$ cat src/rtl/clock_pkg.sv
// Shared types and constants for the time-setting controller.
package clock_pkg;

    typedef enum logic [2:0] {
        ST_RUN    = 3'd0,
        ST_SET_H  = 3'd1,
        ST_SET_M  = 3'd2,
        ST_SET_S  = 3'd3,
        ST_COMMIT = 3'd4
    } state_e;

    localparam int HOUR_MAX   = 23;
    localparam int MINSEC_MAX = 59;

    localparam logic [1:0] FIELD_NONE    = 2'd0;
    localparam logic [1:0] FIELD_HOURS   = 2'd1;
    localparam logic [1:0] FIELD_MINUTES = 2'd2;
    localparam logic [1:0] FIELD_SECONDS = 2'd3;

    function automatic logic [1:0] field_of(input state_e s);
        case (s)
            ST_SET_H: return FIELD_HOURS;
            ST_SET_M: return FIELD_MINUTES;
            ST_SET_S: return FIELD_SECONDS;
            default:  return FIELD_NONE;
        endcase
    endfunction

    function automatic logic is_edit(input state_e s);
        return (s == ST_SET_H) || (s == ST_SET_M) || (s == ST_SET_S);
    endfunction

endpackage

$ cat src/rtl/clock_set_controller_wrap_updown.sv
// Registered up/down counter wrapping over 0..MAX, with a parallel load.
module wrap_updown #(
    parameter int WIDTH = 6,
    parameter int MAX   = 59
) (
    input  logic             clk,
    input  logic             reset,
    input  logic             load_i,
    input  logic [WIDTH-1:0] load_val_i,
    input  logic             inc_i,
    input  logic             dec_i,
    input  logic             en_i,
    output logic [WIDTH-1:0] value_o
);

    localparam logic [WIDTH-1:0] MAX_V = WIDTH'(MAX);

    logic [WIDTH-1:0] value_q, value_d;

    // Load has priority; inc and dec together cancel out.
    always_comb begin
        value_d = value_q;
        if (load_i) begin
            value_d = load_val_i;
        end else if (en_i && inc_i && !dec_i) begin
            value_d = (value_q == MAX_V) ? '0 : value_q + WIDTH'(1);
        end else if (en_i && dec_i && !inc_i) begin
            value_d = (value_q == '0) ? MAX_V : value_q - WIDTH'(1);
        end
    end

    // Value register.
    always_ff @(posedge clk or posedge reset) begin
        if (reset) value_q <= '0;
        else       value_q <= value_d;
    end

    assign value_o = value_q;

endmodule

$ cat src/rtl/clock_set_controller.sv
// Front-panel time-setting sequencer: edits shadow HH:MM:SS and strobes a load.
//
// state     | meaning
// ----------+--------------------------------------------------
// ST_RUN    | normal timekeeping, counter free-running
// ST_SET_H  | editing hours, counter frozen
// ST_SET_M  | editing minutes, counter frozen
// ST_SET_S  | editing seconds, counter frozen
// ST_COMMIT | one-cycle load strobe of the shadow values
module clock_set_controller
    import clock_pkg::*;
#(
    parameter int TIMEOUT_SEC = 10,
    parameter int CNT_W       = 4
) (
    input  logic       clk,
    input  logic       reset,
    input  logic       tick_1hz_i,
    input  logic       tick_2hz_i,
    input  logic       mode_btn_i,
    input  logic       inc_btn_i,
    input  logic       dec_btn_i,
    input  logic [4:0] cur_hours_i,
    input  logic [5:0] cur_minutes_i,
    input  logic [5:0] cur_seconds_i,
    output logic       run_en_o,
    output logic       load_valid_o,
    output logic [4:0] load_hours_o,
    output logic [5:0] load_minutes_o,
    output logic [5:0] load_seconds_o,
    output logic [1:0] edit_field_o,
    output logic       blink_o
);

    localparam logic [CNT_W-1:0] CNT_TC = CNT_W'(TIMEOUT_SEC - 1);

    state_e           state_q, state_d;
    logic [CNT_W-1:0] cnt_q, cnt_d;
    logic             blink_q, blink_d;
    logic [1:0]       field_q, field_d;
    logic             any_btn;
    logic             timeout;
    logic             capture;

    assign any_btn = mode_btn_i | inc_btn_i | dec_btn_i;
    assign timeout = tick_1hz_i && !any_btn && (cnt_q == CNT_TC);
    assign capture = (state_q == ST_RUN) && mode_btn_i;

    // Next state, inactivity counter, blink phase and field decode.
    always_comb begin
        state_d = state_q;
        case (state_q)
            ST_RUN:    if (mode_btn_i) state_d = ST_SET_H;
            ST_SET_H:  if (mode_btn_i) state_d = ST_SET_M;
                       else if (timeout) state_d = ST_RUN;
            ST_SET_M:  if (mode_btn_i) state_d = ST_SET_S;
                       else if (timeout) state_d = ST_RUN;
            ST_SET_S:  if (mode_btn_i) state_d = ST_COMMIT;
                       else if (timeout) state_d = ST_RUN;
            ST_COMMIT: state_d = ST_RUN;
            default:   state_d = ST_RUN;
        endcase

        cnt_d = cnt_q;
        if (!is_edit(state_q) || (state_d != state_q) || any_btn) cnt_d = '0;
        else if (tick_1hz_i)                                       cnt_d = cnt_q + CNT_W'(1);

        blink_d = blink_q;
        if (!is_edit(state_q) || !is_edit(state_d) || any_btn) blink_d = 1'b0;
        else if (tick_2hz_i)                                    blink_d = ~blink_q;

        field_d = field_of(state_d);
    end

    // State and auxiliary registers.
    always_ff @(posedge clk or posedge reset) begin
        if (reset) begin
            state_q <= ST_RUN;
            cnt_q   <= '0;
            blink_q <= 1'b0;
            field_q <= FIELD_NONE;
        end else begin
            state_q <= state_d;
            cnt_q   <= cnt_d;
            blink_q <= blink_d;
            field_q <= field_d;
        end
    end

    // Shadow fields; mode in an edit state swallows any inc/dec in that cycle.
    wrap_updown #(.WIDTH(5), .MAX(HOUR_MAX)) u_hours (
        .clk        (clk),
        .reset      (reset),
        .load_i     (capture),
        .load_val_i (cur_hours_i),
        .inc_i      (inc_btn_i),
        .dec_i      (dec_btn_i),
        .en_i       ((state_q == ST_SET_H) && !mode_btn_i),
        .value_o    (load_hours_o)
    );

    wrap_updown #(.WIDTH(6), .MAX(MINSEC_MAX)) u_minutes (
        .clk        (clk),
        .reset      (reset),
        .load_i     (capture),
        .load_val_i (cur_minutes_i),
        .inc_i      (inc_btn_i),
        .dec_i      (dec_btn_i),
        .en_i       ((state_q == ST_SET_M) && !mode_btn_i),
        .value_o    (load_minutes_o)
    );

    wrap_updown #(.WIDTH(6), .MAX(MINSEC_MAX)) u_seconds (
        .clk        (clk),
        .reset      (reset),
        .load_i     (capture),
        .load_val_i (cur_seconds_i),
        .inc_i      (inc_btn_i),
        .dec_i      (dec_btn_i),
        .en_i       ((state_q == ST_SET_S) && !mode_btn_i),
        .value_o    (load_seconds_o)
    );

    assign run_en_o     = (state_q == ST_RUN);
    assign load_valid_o = (state_q == ST_COMMIT);
    assign edit_field_o = field_q;
    assign blink_o      = blink_q;

endmodule
$ cat config.mk
export PLATFORM = sky130hd
export DESIGN_NAME = clock_set_controller
export DESIGN_NICKNAME = d
export VERILOG_FILES = /design/src/rtl/clock_pkg.sv /design/src/rtl/clock_set_controller_wrap_updown.sv /design/src/rtl/clock_set_controller.sv
export SDC_FILE = /design/constraint.sdc
export NUM_CORES = 1
export LEC_CHECK = 0
export BUFFER_PORTS_ARGS = -buffer_cell sky130_fd_sc_hd__buf_2
export CELL_PAD_IN_SITES_DETAIL_PLACEMENT = 1
export CELL_PAD_IN_SITES_GLOBAL_PLACEMENT = 2
export CORE_AREA = 2 2 85 95
export CTS_BUF_LIST = sky130_fd_sc_hd__clkbuf_2 sky130_fd_sc_hd__clkbuf_4 sky130_fd_sc_hd__clkbuf_8
export DETAILED_ROUTE_END_ITERATION = 10
export DIE_AREA = 0 0 87 97
export MAX_ROUTING_LAYER = met4
export PLACE_DENSITY = 0.82
export SKIP_LAST_GASP = 1
export SYNTH_ARGS = -nofsm -noshare
export SYNTH_HDL_FRONTEND = slang
export SYNTH_HIERARCHICAL = 1
export SYNTH_SLANG_ARGS = --single-unit
$ cat constraint.sdc
create_clock -name clk -period 5.3 [get_ports clk]
set_input_delay 0.53 -clock clk [delete_from_list [all_inputs] [get_ports clk]]
set_output_delay 0.53 -clock clk [all_outputs]
set_load 0.02 [all_outputs]
# After elaboration in Yosys (flattened, before gate mapping)
# Cells that the tools add are included.
# op_classes
n_bitwise	3
eq_ne	12
muxes	26
multipliers	0
n_addsub	7
order_cmp	0
shifts	0
div	0
n_reduce_logical	41
# ops
cell	count
two-way mux 6 bit	10
two-way mux 5 bit	5
logical AND 1 bit	18
two-way mux 3 bit	5
adder 6 x 1 -> 6 bit, second input constant	2
equality test 3 x 2 -> 1 bit, second input constant	4
equality test 6 bit, second input constant	2
logical NOT 6 bit	2
one-hot mux 3 bit (4 select lines)	1
subtractor 6 x 1 -> 6 bit, second input constant	2
nonzero test 3 bit	3
logical OR 1 bit	8
two-way mux 4 bit	2
equality test 3 x 1 -> 1 bit, second input constant	2
logical NOT 1 bit	6
one-hot mux 2 bit (3 select lines)	1
adder 5 x 1 -> 5 bit, second input constant	1
equality test 5 bit, second input constant	1
logical NOT 5 bit	1
subtractor 5 x 1 -> 5 bit, second input constant	1
adder 4 x 1 -> 4 bit, second input constant	1
equality test 4 bit, second input constant	1
nonzero test 2 bit	2
equality test 3 bit, second input constant	1
other kinds (5)	7
# word_totals
ramBits	0
ff_bits	27
mem_bits_ro	0
out_inout_bits	22
memories	0
latch_bits	0

# Longest topological paths before layout
# Gate-level depths: netlist (run 1).
# logic_depth
word_depth	15
ltp_mapped	8

# By module
# The synthesis (run 1) kept the hierarchy.
# modules_own_cells
mod	area_each_um2	instances	cells_per_inst
wrap_updown at u_minutes ...	614.3	2	71
clock_set_controller	511.7	1	51
wrap_updown at u_hours	455.4	1	54

# Worst setup path after synthesis (run 1)
# Ideal clock, no wire load.
# synth_timing
kind	input port to flip-flop
start	input port mode_btn_i
end	register u_hours.value_q[2] (netlist: u_hours/value_o[2])
path_slack_ns	2.825
t_arrival_ns	2.350
setup_time_ns	0.125
stages	4
path_cell_list	or2b_1 nor3_1 clkbuf_1 mux2_2
# synth_via
elab_cells_between_ends	10
cone_classes	mux (2); reduce/logical (8)
# synth_lines
item	line	rtl
start: declaration	clock_set_controller.sv:20	input logic mode_btn_i,
logical AND 1 bit *	clock_set_controller.sv:47	assign capture = (state_q == ST_RUN) && mode_btn_i;
named net capture	clock_set_controller.sv:43	logic capture;
nonzero test 3 bit (no source line) / two-way mux 5 bit (equally long branches)	--	
end signal: assignment	clock_set_controller_wrap_updown.sv:35	else value_q <= value_d;
end: declaration	clock_set_controller_wrap_updown.sv:18	logic [WIDTH-1:0] value_q, value_d;
# Mark *: on every way through the listed nets, which the timed path passes. The rest lies on a longest branch.
# A chain may end at the register's enable or synchronous reset.

# Worst setup path in the final report (run 1)
# layout_timing
start	register state_q[0]
end	register u_minutes.value_q[1] (netlist: u_minutes/value_o[1])
# layout_via
elab_cells_between_ends	11
cone_classes	eq/ne (1); mux (2); reduce/logical (8)
# layout_lines
item	line	rtl
start: declaration	clock_set_controller.sv:37	state_e state_q, state_d;
start signal: assignment	clock_set_controller.sv:83	state_q <= state_d;
logical NOT 3 bit *	clock_set_controller.sv:47	
logical AND 1 bit *	clock_set_controller.sv:47	
named net capture	clock_set_controller.sv:43	
nonzero test 3 bit (no source line) / two-way mux 6 bit (equally long branches)	--	
end signal: assignment	clock_set_controller_wrap_updown.sv:35	
end: declaration	clock_set_controller_wrap_updown.sv:18	
# Marks and branches as above.

==> results of run 1 <==
[through the flow]
stage          setup slack (ns)  power [mW]  instance area [sq um]
6_report                   2.69        1.32                   2520
5_1_grt                    2.42        1.44                   2520
4_1_cts                    2.63        1.33                   2520
3_5_place_dp               2.44        1.19                   2470
3_3_place_gp               2.53        1.18                   2470
2_1_floorplan              2.82        1.01                   2200
[layout make-up]
type / instances / area (sq um)
timing repair buffer: 46 / 233
inverter: 18 / 67.6
clock inverter: 1 / 8.76
sequential: 27 / 676
fill: 907 / 4870
multi-input combinational: 191 / 1380
clock buffer: 3 / 41.3
tap: 87 / 109
[flip-flops by register name (all words and copies together) (netlist names)]
register,cells
u_minutes/value_o,6
blink_o,1
state_q,3
u_hours/value_o,5
cnt_q,4
edit_field_o,2
u_seconds/value_o,6
[power groups by stage]
stage | Combinational, mW | Clock (mW) | Sequential [mW]
2_1_floorplan | 0.543 | 0 | 0.465
3_3_place_gp | 0.711 | 0 | 0.465
3_5_place_dp | 0.730 | 0 | 0.464
4_1_cts | 0.734 | 0.137 | 0.461
5_1_grt | 0.813 | 0.146 | 0.482
6_report | 0.727 | 0.131 | 0.459
[cell families (layout without fill, tap and decap cells)]
| group | count (synthesis) | in the layout | synth area share, % |
|---|---|---|---|
| flip-flops | 27 | 27 | 30.8 |
| XOR/XNOR | 17 | 17 | 6.78 |
| adder cells (fa/ha/maj) | 10 | 10 | 5.70 |
| multiplexers | 2 | 2 | 0.969 |
| AO/OA/AOI/OAI | 69 | 69 | 23.4 |
| buffers and inverters | 29 | 68 | 6.55 |
| AND/OR/NAND/NOR | 93 | 93 | 25.8 |
[routing by layer]
layer	share of wire (%)	track usage (%)	wire [um]	vias up
met3	3.0	1.37	173	4
met5	0	-	0	-
met2	50	23.4	2890	37
met4	0.88	3.37	51	0
met1	46	19.5	2700	954
li1	-	-	-	978
[worst paths after layout]
| check | from | to | slack (ns) | cells past startpoint |
|---|---|---|---|---|
| setup / recovery | state_q[0] | u_minutes/value_o[1] | 2.69 | 6 |
| hold / removal | reset | u_hours/value_o[2] | 0.17 | 2 |
| setup reg to reg | state_q[0] | u_minutes/value_o[1] | 2.69 | 6 |
| hold reg to reg | cnt_q[3] | cnt_q[3] | 0.56 | 2 |
| max in group asynchronous | reset | blink_o | 4.77 | 2 |
| min in group clk | cur_hours_i[0] | u_hours/value_o[0] | 0.45 | 3 |
[cell usage in the layout (no fill, tap or decap), drive strengths merged, types with 5 or more instances in the layout]
cell type and count:
a211oi 9, inv 19, nor2 18, ha 10
nor2b 8, xor2 9, a221oi 5, nand2 13
xnor2 8, buf 46, dfrtp 27, nand3 14
o21ai 15, nor3 19, a21oi 18
==> metrics.txt, run 1 <==
combinational cell fraction of total power=between 50 and 60%; Slew headroom=roughly 36%; ANT nets after route=0; Syn. warnings=6; Yosys top cell by area=dfrtp_1; vias in the first global route=~2000; 1st-iter DRT viols=67; die area=roughly 8400 sq um; fin crit share=approximately half; Fmax achieved=383 MHz; Yosys cell types=56; Port-buffer cells=45; Die W=slightly below 90 um; CTS Sinks=27; top-count cell post-synth=dfrtp_1; Switching Fraction=between 50% and 60%; Buf/Inv on CP=1; Rows=33; Critical Path Start Type=flop; fraction of layout cells with a size suffix above 1=around a quarter; mapped cell area=approximately 2200 sq um; Clock Path Buffers=2; Reg power frac=34.9%; Crit path max-delay family=simple AND/OR/NAND/NOR gates; Worst Path Required=roughly 5.4 ns; clock-pin slew on the worst setup and hold paths=roughly 0.11 ns; Synth area leaders=dfrtp_1 (31%), ha_1 (5.7%), a21oi_1 (4.1%); Worst-Skew Late Latency=about 0.28 ns; Yosys top cell area share=~31%; Clock Power Share=roughly a tenth; clock root cell=clkbuf_8; placed insts=between 300 and 400; initial antenna violation count=0; Starting Density=about 30%; Tightest Hold Check Type=in2async; skew final=~0.0054 ns; first-pass GRT wire length=roughly 10 mm; Slew Viols, Final=0; hold_buf cts=0; cell repeated most along the worst path=a21oi_1; synthesis-to-finish area growth=14.6%; fin nets=321; CTS resizes=0; EDFF count, synth=0; Slew @ Worst Pin=~0.95 ns; largest net degree at the start of global routing=33; die height=97 um; final setup fails=0; pwr dens=roughly 520 nW/um^2; hold_ws=between 0.15 and 0.2 ns; post-CTS setup buffer count=0; number of diodes=0; routability cong.=about 0.80; # H-tree levels=1; max_cap viols=0; outcome=finished, final reports clean; GR Overflow Total=0; worst stage delay on the critical path=between 0.5 and 0.6 ns; Main synth FF type=dfrtp_1; Sw Pwr=roughly 0.67 mW; # IOs=46; asr flop ratio synth=100%; crit path cell chain=or2b_1 > nor3_2 > buf_4 > a21oi_1 > a211oi_1 > a21oi_1; TritonCTS Buffers=3; average cell area after synthesis=between 8 and 9 sq um; #FFs+latches synth=27; crit-path max FO=32; Setup CP Type=reg2reg; Vias=1973; VDD IR max=just under 200 uV; capturing element type of the critical path=flop; final hold vios=0; First-pass DRT Iterations=4; setup TNS=0 ns; Pint=0.643 mW; fraction of the yosys area taken by sequential cells=between 30% and 40%; Post-Route Utilization=34.0%; total track usage=about 14%; Worst path slowest cell=nor3_2; most frequent cells after synthesis=dfrtp_1 (27), a21oi_1 (18), inv_1 (18), nor2_1 (18), nor3_1 (14); CTS tree=built; Mapped Nets=281; non-filler cells, final=between 300 and 400; vias per cell=between 5 and 6; Arrival @ worst endpoint=2.74 ns; Final HPWL DP=~4.4 mm; Lkg Pwr=between 1 and 1.5 nW; Routed WL per cell=~16 um; Syn Inst Count=approximately 250; final routed DRC violation total=0; routed wire length=a little under 6 mm; min Tclk post-route=~2.6 ns; RSZ-0062 raised after global routing=no; CORE AREA=about 7400 sq um
(Power assumes the default switching activity.)
==> inputs of run 2 (changes only) <==
Settings changed: ABC_AREA set to 1, CORE_AREA 2 2 85 95 to 2 2 91 102, DIE_AREA 0 0 87 97 to 0 0 93 104, PLACE_DENSITY 0.82 to 0.86.
Clock period 5.3 ns to 2.2 ns, I/O delays scaled along.
==> run 2 against run 1 <==
Clock skew grew 0.0011 ns; register-to-register slack lost 2.4 ns; worst hold slack gained 0.036 ns; largest cell class unchanged; core utilization shrank 1.9 points; largest power group unchanged; highest routed layer unchanged; count of clock-buffer cells in the layout grew 1.
==> metrics.txt, run 2 <==
worst setup margin=between 0.2 and 0.3 ns; # H-tree levels=1; EDFF count, synth=0; 1st-iter DRT viols=74; average cell area after synthesis=between 6 and 7 sq um; asr flop ratio synth=100%; die height=around 100 um; clock-pin slew on the worst setup and hold paths=roughly 0.10 ns; total power=between 3 and 4 mW; crit path cell chain=inv_1 > nand2_1 > nor2_1 > nand2_1 > clkinvlp_4 > buf_4 > nor2_4 > nand2_2 > or2_2 > nand2_1 > inv_1; routed wire length=about 6.7 mm; final setup fails=0; # IOs=46; Synth area leaders=dfrtp_1 (28%), nand2_1 (16%), inv_1 (7.6%); Mapped Nets=just under 400; R2R cell count=11; Setup CP Type=reg2reg; fraction of the yosys area taken by sequential cells=between 20% and 30%; initial antenna violation count=0; CTS Sinks=27; Post-DP Area=2700 sq um; synthesis-to-finish area growth=16.9%; fin nets=~440; cell repeated most along the worst path=nand2_1; skew final=0.00646 ns; Setup WS pre-CTS=0.229 ns; vias per cell=~4.5; routability cong.=about 0.83; Worst path slowest cell=dfrtp_1; Slew @ Worst Pin=around 0.48 ns; Tightest Hold Check Type=in2reg; top-count cell post-synth=nand2_1; most common cell after layout, fill and taps aside=nand2_1; non-filler cells, final=approximately 520; number of diodes=0; Die W=between 90 and 100 um; Crit path max-delay family=simple AND/OR/NAND/NOR gates; placed insts=around 500; fin area=2780 sq um; Syn. warnings=6; VDD IR max=approximately 550 uV; setup TNS=0 ns; largest net degree at the start of global routing=15; First-pass DRT Iterations=4; vias in the first global route=2407; Slew Viols, Final=0; max_cap viols=0; Worst Path Required=~2.4 ns; Yosys top cell by area=dfrtp_1; RSZ-0062 raised after global routing=no; Routed WL per cell=between 10 and 15 um; min Tclk post-route=~2 ns; Fmax achieved=approximately 500 MHz; final routed DRC violation total=0; hold_ws=just over 0.2 ns; Vias=around 2300; Syn Inst Count=357; Critical Path Start Type=flop; GR Overflow Total=0; Crit. path cell count=11; Starting Density=approximately 28%; Worst-Skew Late Latency=roughly 0.28 ns; Buf/Inv on CP=4; total track usage=14.5%; CORE AREA=approximately 8600 sq um; Rows=36; ANT nets after route=0; outcome=finished, final reports clean; crit-path max FO=11; Slew headroom=about two thirds; clock root cell=clkbuf_8; Post-Route Utilization=~32%; TritonCTS Buffers=3; filler instances=1142; fin crit share=about nine tenths; Yosys top cell area share=between 20% and 30%; CTS tree=built; Main synth FF type=dfrtp_1; final hold vios=0; hold-critical path depth=3; most frequent cells after synthesis=nand2_1 (104), inv_1 (48), nor2_1 (34); #FFs+latches synth=27; most frequent cells in the layout=nand2_1 (104), inv_1 (47), buf_2 (45); Final HPWL DP=between 5 and 6 mm; die area=approximately 9700 sq um; capturing element type of the critical path=flop; Port-buffer cells=45; Yosys cell types=30; Lkg Pwr=1.46 nW; pwr dens=1310 nW/um^2; fraction of layout cells with a size suffix above 1=between 20% and 30%; worst stage delay on the critical path=0.47 ns; first-pass GRT wire length=roughly 11 mm; Arrival @ worst endpoint=2.13 ns; Clock Path Buffers=2; mapped cell area=approximately 2400 sq um
-- run 2: cell count changes in the layout (fill, tap and decap cells not counted), moves of 7 or more --
cell	change
nand2_1	+91
a211oi_1	-7
nor2_1	+16
inv_1	+29
inv_2	+7
a21oi_1	-9
nand2_2	+9
nand3_1	+12
nor3_1	-7
-- run 2: worst paths after layout --
check,start,to,slack [ns]
min in group asynchronous,reset,u_hours/value_o[0],0.43
max reg2reg,state_q[1],u_minutes/value_o[2],0.25
max,state_q[1],u_minutes/value_o[2],0.25
max in group asynchronous,reset,state_q[0],1.41
min,mode_btn_i,state_q[2],0.21
min reg2reg,blink_o,blink_o,0.58
-- run 2: report_power, final --
part | switching, mW | internal [mW] | total [mW] | leakage (nW)
combinational | 1.43 | 0.837 | 2.26 | 1.10
clock | 0.173 | 0.143 | 0.316 | 0.0262
sequential | 0.373 | 0.689 | 1.06 | 0.332
-- run 2: routing by layer --
layer  GRT usage, %  vias to the layer above  wire (um)
li1               -                     1215          -
met1           18.6                     1097       3210
met2           24.6                       29       3240
met3           1.59                        6        154
met4           3.05                        0         65
met5              -                        -          0
-- run 2: area by class of cell --
type / instances / area [sq um] / area share, %
Multi-Input combinational cell: 269 / 1450 / 52.0
Sequential cell: 27 / 676 / 24.3
Timing Repair Buffer: 49 / 258 / 9.27
Inverter: 55 / 210 / 7.56
Tap cell: 114 / 143 / 5.13
Clock buffer: 4 / 48.8 / 1.76
-- run 2: kinds of logic after synthesis --
family          after synthesis  share of synthesized area, %
fa+ha+maj                    10                          5.26
compound gates               38                          9.36
flops                        27                          28.4
xor+xnor                     13                          4.79
buf+inv                      61                          11.0
simple gates                208                          41.1
-- run 2: worst reg2reg max path, delay by kind of cell, from the launching register on --
kind / cells / cell delay (ns)
buf+inv: 4 / 0.37
flops: 1 / 0.47
simple gates: 7 / 1.00
-- run 2: timing repair --
item	CTS	global route
hold buffers	1	0
buffers inserted	0	2
hold endpoints to repair	27	0
gates resized for setup	0	2
endpoints found under the setup margin	0	5
==> inputs of run 3 (changes only) <==
Settings changed: CORE_AREA 2 2 91 102 to 2 2 89 100, DIE_AREA 0 0 93 104 to 0 0 91 102, PLACE_DENSITY 0.86 to 0.87, SYNTH_HIERARCHICAL 1 to not set.
==> run 3 against run 2 <==
Via count is 3.4% lower; synthesized cell count is 4.2% lower; combinational power is 9.3% lower; maximum frequency is 18% higher; first-iteration DRC count is 28% lower; final area is 5.6% lower; setup slack better by 0.30 ns; sequential share of layout area is 1.4 points higher; critical endpoint is now u_minutes.value_o[0]; highest routed layer unchanged; critical path depth is 2 lower; largest power group unchanged; synthesized area is 5.3% lower; power is 8.3% lower; largest cell class unchanged.
==> metrics.txt, run 3 <==
outcome=finished, final reports clean; Tightest Hold Check Type=in2reg; GR Overflow Total=0; First-pass DRT Iterations=4; Final HPWL DP=between 4 and 5 mm; # IOs=46; capturing element type of the critical path=flop; Main synth FF type=dfrtp_1; hold_ws=0.227 ns; Routed WL per cell=12.3 um; Lkg Pwr=approximately 1.4 nW; Reg power frac=approximately 30%; largest net degree at the start of global routing=32; Vias=around 2300; Starting Density=a little over a quarter; Slew Viols, Final=0; GR Layer Usage met3=~1.1%; Worst Path Required=about 2.4 ns; filler instances=~1100; combinational cell fraction of total power=61.5%; Die W=between 90 and 100 um; synthesis-to-finish area growth=16.4%; hold_buf cts=1; most common cell after layout, fill and taps aside=nand2_1; clock-pin slew on the worst setup and hold paths=0.10 ns; vias in the first global route=approximately 2300; Clock Power Share=under 10%; TritonCTS Buffers=3; average cell area after synthesis=around 6.6 sq um; Yosys cell types=27; mux contribution to synthesized area=0%; Synth area leaders=dfrtp_1 (30%), nand2_1 (19%), nor2_1 (8.8%); Switching Fraction=between 50% and 60%; CTS resizes=0; clock root cell=clkbuf_8; fraction of the yosys area taken by sequential cells=approximately 30%; 1st-iter DRT viols=53; pwr dens=approximately 1300 nW/um^2; routability cong.=a little over 0.8; Synth Area in XOR/XNOR=6.22%; die height=roughly 100 um; total track usage=between 10% and 20%; busiest grt layer=met2; Port-buffer cells=45; crit-path max FO=31; min Tclk post-route=1.65 ns; CTS tree=built; max_cap viols=0; CORE AREA=around 8200 sq um; #FFs+latches synth=27; die area=9280 sq um; top-count cell post-synth=nand2_1; most frequent cells in the layout=nand2_1 (115), nor2_1 (53), buf_2 (45); Yosys top cell area share=approximately 30%; number of diodes=0; initial antenna violation count=0; mapped cell area=about 2300 sq um; ANT nets after route=0; final setup fails=0; most frequent cells after synthesis=nand2_1 (115), nor2_1 (53), nand3_1 (35); Sw Pwr=1.79 mW; post-CTS setup buffer count=0; Slew @ Worst Pin=0.384 ns; Worst-Skew Late Latency=0.28 ns; CTS Sinks=27; Simple-Gate Fraction of Synth Area=a little over two fifths; Setup CP Type=reg2reg; met2 usage=around 25%; final routed DRC violation total=0; adder-cell area share of the yosys netlist=under 10%; # H-tree levels=1; Mapped Nets=around 380; Arrival @ worst endpoint=approximately 1.8 ns; VDD IR max=~360 uV; first-pass GRT wire length=~11 mm; Critical Path Start Type=flop; Fmax achieved=605 MHz; fin nets=420; Pint=between 1.5 and 2 mW; asr flop ratio synth=100%; Syn. warnings=0; EDFF count, synth=0; Synth Area in Compound Gates=under 10%; Clock Path Buffers=2; routed wire length=a little over 6 mm; Slew headroom=about three quarters; Yosys top cell by area=dfrtp_1; largest family of logic cells by synthesized area=simple AND/OR/NAND/NOR gates; setup TNS=0 ns; vias per cell=4.57; Syn Inst Count=between 300 and 400; Rows=35; skew final=0.0102 ns; M1 GR Usage=between 10% and 20%; fin crit share=approximately three quarters; final hold vios=0; fraction of layout cells with a size suffix above 1=between 10% and 20%; RSZ-0062 raised after global routing=no
## run 3: cell count changes after synthesis, moves of 6 or more
cell	change
nand2_2	-8
nor2_1	+19
nand3_1	+10
nand3b_1	-6
nand2_1	+11
a21oi_1	-6
inv_1	-18
## run 3: per-stage QoR
step,cell area (sq um),total power [mW],setup WS (ns),util (%),cells
floorplan,2250,2.54,0.729,-,342
global placement,2570,3.02,0.624,31.2,491
detailed placement,2570,3.09,0.535,31.2,491
CTS,2620,3.40,0.518,31.9,496
global route,2620,3.74,0.336,31.9,496
finish,2620,3.34,0.547,31.9,496
## run 3: layout make-up
class / count / area, sq um / share of cell area [%]
Clock buffer: 3 / 41.3 / 1.57
Clock inverter: 1 / 5.00 / 0.191
Inverter: 34 / 133 / 5.05
Multi-Input combinational cell: 273 / 1390 / 52.9
Sequential cell: 27 / 676 / 25.8
Tap cell: 111 / 139 / 5.29
Timing Repair Buffer: 47 / 243 / 9.25
## run 3: power by group through the flow
stage / combinational (mW) / sequential (mW) / clock [mW]
finish: 2.05 / 0.997 / 0.288
CTS: 2.09 / 1.00 / 0.308
floorplan: 1.45 / 1.09 / 0
global placement: 2.01 / 1.01 / 0
detailed placement: 2.08 / 1.01 / 0
global route: 2.36 / 1.05 / 0.326
## run 3: kinds of logic after synthesis
logic type	Yosys count
simple gates	227
buf+inv	42
flops	27
compound gates	20
xor+xnor	16
fa+ha+maj	10
## run 3: metal layers
metal  part of all wire, %  vias to the layer above  wire length, um
li1                      -                     1159                -
met1                    48                     1078             2920
met2                    49                       26             3010
met3                   1.8                        5              109
met4                   1.2                        0               72
met5                     0                        -                0
## run 3: path summary, 6_finish.rpt
check | slack [ns] | end | cells after the start | from
hold reg to reg | 0.59 | u_hours.value_o[4] | 2 | u_hours.value_o[4]
setup reg to reg | 0.55 | u_minutes.value_o[0] | 9 | state_q[1]
max in group asynchronous | 1.36 | u_seconds.value_o[4] | 4 | reset
min in group asynchronous | 0.55 | u_hours.value_o[0] | 4 | reset
setup / recovery | 0.55 | u_minutes.value_o[0] | 9 | state_q[1]
hold / removal | 0.23 | blink_o | 4 | tick_2hz_i
## run 3: critical path, cell delays in order, from the launching register on
cell and delay (ns):
dfrtp_1 0.42, inv_2 0.07, nand2_2 0.11, nor2_4 0.05, nand2_4 0.28, inv_6 0.10, a21oi_4 0.29, nor2_1 0.10
nand2_1 0.08, nand2_1 0.04
